===== src/rtl/gate_chk_pkg.sv =====
// Shared types and golden gate model for the 2-input gate bank sweep checker.
package gate_chk_pkg;

   typedef enum logic [1:0] {
      IDLE        = 2'd0,
      DRIVE       = 2'd1,
      SETTLE_WAIT = 2'd2,
      DONE        = 2'd3
   } state_t;

   localparam int NUM_VEC = 4;

   // bit order {nor, nand, xor, or, and, not_a}
   function automatic logic [5:0] golden_out(input logic a, input logic b);
      return {~(a | b), ~(a & b), a ^ b, a | b, a & b, ~a};
   endfunction

endpackage


===== src/rtl/gate_golden.sv =====
// Combinational expected-value generator for the gate bank under test.
module gate_golden
   import gate_chk_pkg::*;
(
   input  logic       a,
   input  logic       b,
   output logic [5:0] expected
);

   assign expected = golden_out(a, b);

endmodule


===== src/rtl/gate_stim_check.sv =====
// Sweeps {t_a,t_b} through 00..11, waits SETTLE cycles per vector and
// compares the gate bank outputs against the golden values.
//
// state       | meaning
// IDLE        | waiting for start, outputs cleared
// DRIVE       | first cycle of a vector window
// SETTLE_WAIT | settle cycles; compare on terminal count
// DONE        | sweep finished, results held until next start
module gate_stim_check
   import gate_chk_pkg::*;
#(
   parameter int SETTLE = 1
) (
   input  logic       clk,
   input  logic       rst_n,
   input  logic       start,
   output logic       t_a,
   output logic       t_b,
   input  logic [5:0] gate_out,
   output logic       busy,
   output logic       done,
   output logic       pass,
   output logic [2:0] err_count,
   output logic [3:0] fail_mask
);

   localparam logic [2:0] SETTLE_CNT = 3'(SETTLE);

   state_t     state, state_nxt;
   logic [1:0] vec, vec_nxt;
   logic [2:0] cnt, cnt_nxt;
   logic [2:0] err_nxt;
   logic [3:0] mask_nxt;
   logic [5:0] golden;
   logic       compare;
   logic       mismatch;

   gate_golden u_golden (
      .a        (vec[1]),
      .b        (vec[0]),
      .expected (golden)
   );

   assign mismatch = (gate_out != golden);

   always_ff @(posedge clk or negedge rst_n) begin
      if (!rst_n) begin
         state     <= IDLE;
         vec       <= 2'd0;
         cnt       <= 3'd0;
         err_count <= 3'd0;
         fail_mask <= 4'd0;
      end else begin
         state     <= state_nxt;
         vec       <= vec_nxt;
         cnt       <= cnt_nxt;
         err_count <= err_nxt;
         fail_mask <= mask_nxt;
      end
   end

   always_comb begin
      state_nxt = state;
      vec_nxt   = vec;
      cnt_nxt   = cnt;
      err_nxt   = err_count;
      mask_nxt  = fail_mask;
      compare   = 1'b0;

      case (state)
         IDLE, DONE: begin
            if (start) begin
               state_nxt = DRIVE;
               vec_nxt   = 2'd0;
               cnt_nxt   = 3'd0;
               err_nxt   = 3'd0;
               mask_nxt  = 4'd0;
            end
         end
         DRIVE: begin
            if (SETTLE == 0) begin
               compare = 1'b1;
            end else begin
               cnt_nxt   = SETTLE_CNT;
               state_nxt = SETTLE_WAIT;
            end
         end
         SETTLE_WAIT: begin
            if (cnt <= 3'd1) compare = 1'b1;
            else             cnt_nxt = cnt - 3'd1;
         end
         default: state_nxt = IDLE;
      endcase

      // compare edge also loads the next vector
      if (compare) begin
         cnt_nxt = 3'd0;
         if (mismatch) begin
            if (err_count < 3'(NUM_VEC)) err_nxt = err_count + 3'd1;
            mask_nxt[vec] = 1'b1;
         end
         if (vec == 2'(NUM_VEC - 1)) begin
            state_nxt = DONE;
            vec_nxt   = 2'd0;
         end else begin
            state_nxt = DRIVE;
            vec_nxt   = vec + 2'd1;
         end
      end
   end

   assign t_a  = vec[1];
   assign t_b  = vec[0];
   assign busy = (state == DRIVE) || (state == SETTLE_WAIT);
   assign done = (state == DONE);
   assign pass = done && (err_count == 3'd0);

endmodule


===== config.mk =====
export PLATFORM = sky130hd
export DESIGN_NAME = gate_stim_check
export DESIGN_NICKNAME = d
export VERILOG_FILES = /design/src/rtl/gate_chk_pkg.sv /design/src/rtl/gate_golden.sv /design/src/rtl/gate_stim_check.sv
export SDC_FILE = /design/constraint.sdc
export NUM_CORES = 1
export LEC_CHECK = 0
export CORE_MARGIN = 5
export CORE_UTILIZATION = 40
export CTS_CLUSTER_DIAMETER = 40
export DETAILED_ROUTE_END_ITERATION = 12
export DONT_BUFFER_PORTS = 1
export PLACE_DENSITY = 0.54
export SLEW_MARGIN = 20
export SYNTH_ARGS = -nofsm -noshare
export SYNTH_HDL_FRONTEND = slang
export SYNTH_SLANG_ARGS = --single-unit

===== constraint.sdc =====
create_clock -name clk -period 2.32 [get_ports clk]
set_clock_uncertainty 0.15 [all_clocks]
set_input_delay 0.232 -clock clk [delete_from_list [all_inputs] [get_ports clk]]
set_output_delay 0.232 -clock clk [all_outputs]
set_load 0.005 [all_outputs]

# == After elaboration in Yosys (flattened, before gate mapping) ==
# Cells that the tools add are included.
# totals
ff_bits,14
output_inout_bits,12
# classes
n_addsub,3
order_cmp,4
n_eq_ne,7
muxes,25
bitwise_logic,7
reduce_logical,12
# op_table
operator,n
$mux W3,8
$mux W4,4
$mux W2,7
$pmux W3 S3,1
$eq A2 B2 Y1 const B,3
$ne A3 B3 Y1 const B,2
$ne A6 B6 Y1,1
$reduce_and A2 Y1,3
$or A4 B4 Y4,1
$pmux W2 S2,1
$reduce_bool A2 Y1,2
$add A3 B1 Y3 const B,1
$le A3 B1 Y1 const B,1
$logic_not A3 Y1,1
$lt A2 B3 Y1 const B,1
$lt A3 B3 Y1 const B,1
$mux W1,3
$not A1 Y1,3
$reduce_bool A3 Y1,1
$sub A3 B1 Y3 const B,1
$add A2 B1 Y2 const B,1
$demux W1 S2,1
$eq A2 B1 Y1 const B,1
$ge A2 B1 Y1 const B,1
7 further kinds,8

# == Logic depth before layout (Yosys ltp) ==
# logic_depth
word_depth,7
depth_mapped,7
ltp_nobuf,6

# == By module ==
# Synthesis repeated with hierarchy kept, for this count alone.
# unflattened
hier_cells,94
hier_area_um2,934.6
# modules_own_cells
module,instances,cells_per_inst,area_each_um2,seq_area_each_um2
gate_stim_check,1,86,869.6,350.3
gate_golden,1,8,65.1,0.0

# == Worst setup path after synthesis ==
# OpenSTA, ideal clock, no wires.
# synth_path
path_type,register to register
start,register vec[1]
end,register err_count[1]
setup_time_ns,0.125
arrival_ns,1.554
setup_slack_ns,0.491
path_stages_with_launch,6
path_buffers,0
synth_period_minus_slack_ns,1.829
path_cell_list,dfrtp_1 inv_1 ha_1 xnor2_1 a41o_1 mux2_4
# synth_between
elab_chain_len,5
word_cells_on_any_way,9
classes_between,1 x eq/ne; 2 x mux; 6 x bitwise
# synth_lines
item,line,rtl
start: declaration,gate_stim_check.sv:30,"logic [1:0] vec, vec_nxt;"
start signal: assignment,gate_stim_check.sv:55,vec <= vec_nxt;
$and A1 B1 Y1 or $or A1 B1 Y1 (tied branches),gate_chk_pkg.sv:15,"return {~(a | b), ~(a & b), a ^ b, a | b, a & b, ~a};"
$not A1 Y1,gate_chk_pkg.sv:15,
$ne A6 B6 Y1 (*),gate_stim_check.sv:44,assign mismatch = (gate_out != golden);
$mux W3 (*),gate_stim_check.sv:98,if (mismatch) begin
$mux W3 (*),gate_stim_check.sv:96,if (compare) begin
named net err_nxt[1],gate_stim_check.sv:32,logic [2:0] err_nxt;
end signal: assignment,gate_stim_check.sv:57,err_count <= err_nxt;
end: declaration,gate_stim_check.sv:23,"output logic [2:0] err_count,"
# Mark *: on every way through the listed nets, which the timed path passes. The rest lies on a longest branch.
# A chain may end at the register's enable or synchronous reset.

# == Worst setup path in the final report ==
# Ends and elaborated chain as after synthesis.

==> impl_summary.log <==
INFO  metric cts_htree_levels = 1
INFO  metric cts_tree = yes
INFO  metric cp_data_required_time = between 2 and 2.5 ns
INFO  metric post-synth-top-area-fraction = 0.394
INFO  metric fp.dieArea = between 0.003 and 0.004 mm²
INFO  metric min_path_type = input pin to flip-flop
INFO  metric timing_worst_slew_pin_value = 0.643 ns
INFO  metric timing.final.max_slew_violations = 0
INFO  metric first_iter_violations = 7
INFO  metric dominant_cell_type_by_area_after_synthesis = sky130_fd_sc_hd__dfrtp_1
INFO  metric pin_count_of_the_biggest_net_entering_global_routing = 15
INFO  metric drt-pass1-iter-count = 4
INFO  metric clock_root_buffer = sky130_fd_sc_hd__clkbuf_4
INFO  metric power.density_cell_area = approximately 1200 mW/mm²
INFO  metric grt_pass1_wl = 3040 µm
INFO  metric cts.reportedPaths.clkPinSlew = 0.09 ns
INFO  metric grt_antenna_before_repair = 0
INFO  metric worst_setup_path_start_kind = flip-flop
INFO  metric die_height = about 57 µm
INFO  metric leading_cell_types_by_total_area_after_synthesis = sky130_fd_sc_hd__dfrtp_1, sky130_fd_sc_hd__ha_1, sky130_fd_sc_hd__a22o_1, sky130_fd_sc_hd__inv_1, sky130_fd_sc_hd__nand2_1
INFO  metric synth-warning-count = 0
INFO  metric crit_chain = inv_1 -> ha_1 -> xnor2_1 -> a41o_1 -> mux2_4
INFO  metric number_of_top_level_pins = 21
INFO  metric post_drt_wl_per_cell = 15.1 µm
INFO  metric numPortBuffers = 0
INFO  metric num_vias = approximately 640
INFO  metric max-slew-margin-rel = 0.570
INFO  metric crit_path_max_incr_delay = about 0.47 ns
INFO  metric postSynthCellCount = 86
INFO  metric hold-worst-slack = 0.0314 ns
INFO  metric setup_total_negative_slack = 0 ns
INFO  metric clk_latency = 0.28 ns
INFO  metric syn-mean-instance-area = just over 10 µm²
INFO  metric layout-drive-gt1-share = 0.110
INFO  metric ys_seq_elements = 14
INFO  metric grt_use_total = 0.121
INFO  metric tritoncts.num_buffers = 3
INFO  metric rrSetupSlack = about 0.37 ns
INFO  metric async_reset_ff_frac = 1.00
INFO  metric grt_pass1_vias = roughly 660
INFO  metric drc_errors = 0
INFO  metric clockBufferDepth = 2
INFO  metric final_period_minus_worst_setup_slack = around 2 ns
INFO  metric grt_remaining_overflow = 0
INFO  metric worstSetupPathType = flip-flop to flip-flop
INFO  metric postSynthNetCount = 106
INFO  metric cp_data_arrival_time = 1.97 ns
INFO  metric insertedDiodeCount = 0
INFO  metric critical_path.max_fanout = 6
INFO  metric power.leakage = approximately 0.47 nW
INFO  metric rows = 17
INFO  metric number_of_flops_mapped_to_enable_cells_by_yosys = 0
INFO  metric dominantRegCellSynth = sky130_fd_sc_hd__dfrtp_1
INFO  metric die_width = 57.2 µm
INFO  metric fin_nets = roughly 110
INFO  metric coreArea = ~0.0022 mm²
INFO  metric post-dp-hpwl = approximately 1400 µm
INFO  metric report.final.hold_viol_count = 0
INFO  metric area_growth = 10.1%
INFO  metric ratio_of_routed_vias_to_standard_cells = roughly 5.4
INFO  metric finalSetupViolations = 0
INFO  metric seq_area_frac_synth = 0.394
INFO  metric result_of_the_run = finished clean
INFO  metric max_cap_viol_count = 0
INFO  metric crit_path_end_kind = flip-flop
INFO  metric cts_setup_buffers = 0
INFO  metric synthDistinctLibCells = 32
INFO  metric max_freq = approximately 500 MHz
INFO  metric antenna_viol_nets_final = 0
INFO  metric clock_sink_count = 14
INFO  metric layout_worst_path_cycle_share = 0.840
INFO  metric floorplan.initialDensity = 0.410
INFO  metric vdd_drop_max = ~0.5 mV
INFO  metric synth_area = 890 µm²
INFO  metric totalWireLength = approximately 1800 µm
INFO  metric setup_repair_after_global_routing_missed_its_margin = false
INFO  metric crit_path_top_delay_cell = sky130_fd_sc_hd__dfrtp_1
INFO  metric routabilityCongestion = between 0.7 and 0.8
## synth_stat cells (3+ instances only)
library cell / count
sky130_fd_sc_hd__a21oi_1: 3
sky130_fd_sc_hd__dfrtp_1: 14
sky130_fd_sc_hd__nand3_1: 3
sky130_fd_sc_hd__ha_1: 11
sky130_fd_sc_hd__a22o_1: 5
sky130_fd_sc_hd__nand2_1: 5
sky130_fd_sc_hd__inv_1: 11
## flip-flops by register name, indices dropped and copies added, names as in the netlist
name,cells
err_count,3
state,2
cnt,3
vec,2
fail_mask,4
## layer usage
layer	up-vias	routed length [µm]	global-route usage
met1	310	793	0.147
met5	-	0	0
met4	0	0	0.0596
li1	313	-	-
met3	0	127	0.0475
met2	16	869	0.188
## where the power goes
group	leakage, nW	switching [W]	total, W	internal (W)
Sequential	0.185	0.0000969	0.000431	0.000334
Combinational	0.268	0.000333	0.000615	0.000282
Clock	0.0210	0.0000822	0.000178	0.0000954
## critical path: cells and delay by family, from the launching register on
family          cells  cell delay, ns
xor+xnor            1            0.24
flops               1            0.47
fa+ha+maj           1            0.32
buf+inv             1            0.10
mux                 1            0.31
compound gates      1            0.26
## worst paths after layout
path / startpoint / to / depth (start not counted)
max: vec[1]$_DFFE_PN0P_ / err_count[1]$_DFF_PN0_ / 5
min: start / cnt[0]$_DFFE_PN0P_ / 2
max reg2reg: vec[1]$_DFFE_PN0P_ / err_count[1]$_DFF_PN0_ / 5
min reg2reg: fail_mask[2]$_DFF_PN0_ / fail_mask[2]$_DFF_PN0_ / 1
max in group asynchronous: rst_n / vec[1]$_DFFE_PN0P_ / 1
min in group asynchronous: rst_n / cnt[0]$_DFFE_PN0P_ / 1
## layout make-up
| type | instances | area [µm²] |
|---|---|---|
| Multi-Input combinational cell | 59 | 489 |
| Tap cell | 28 | 35.0 |
| Sequential cell | 14 | 350 |
| Clock buffer | 4 | 36.3 |
| Timing Repair Buffer | 3 | 27.5 |
| Fill cell | 222 | 1190 |
| Inverter | 11 | 41.3 |
## what timing repair did
| item | 4_1_cts | 5_1_grt |
|---|---|---|
| hold endpoints to repair | 15 | 0 |
| resized for setup | 0 | 0 |
| endpoints found under the setup margin | 0 | 0 |
| hold buffers | 2 | 0 |
## placed cells by master, fill, tap and decap left out, types with 3 or more instances in the layout
cell	instances
sky130_fd_sc_hd__dfrtp_1	14
sky130_fd_sc_hd__inv_1	11
sky130_fd_sc_hd__ha_1	11
sky130_fd_sc_hd__nand2_1	5
sky130_fd_sc_hd__a22o_1	5
sky130_fd_sc_hd__a21oi_1	3
sky130_fd_sc_hd__nand3_1	3
sky130_fd_sc_hd__clkbuf_4	3
## cells by family after synthesis
group | after synthesis | synth area share
compound gates | 22 | 0.197
flops | 14 | 0.394
xor+xnor | 3 | 0.0295
buf+inv | 13 | 0.0562
fa+ha+maj | 11 | 0.155
mux | 3 | 0.0408
simple gates | 20 | 0.128
## stage by stage
step	util	cell area, µm²	setup WS [ns]	instances	total power (W)
floorplan	-	890	0.491	86	0.000910
global placement	0.426	923	0.424	113	0.00103
detailed placement	0.426	923	0.372	113	0.00105
CTS	0.452	980	0.359	119	0.00124
global route	0.452	980	0.248	119	0.00135
finish	0.452	980	0.371	119	0.00122
No activity file was read; power rests on OpenSTA's default activity.
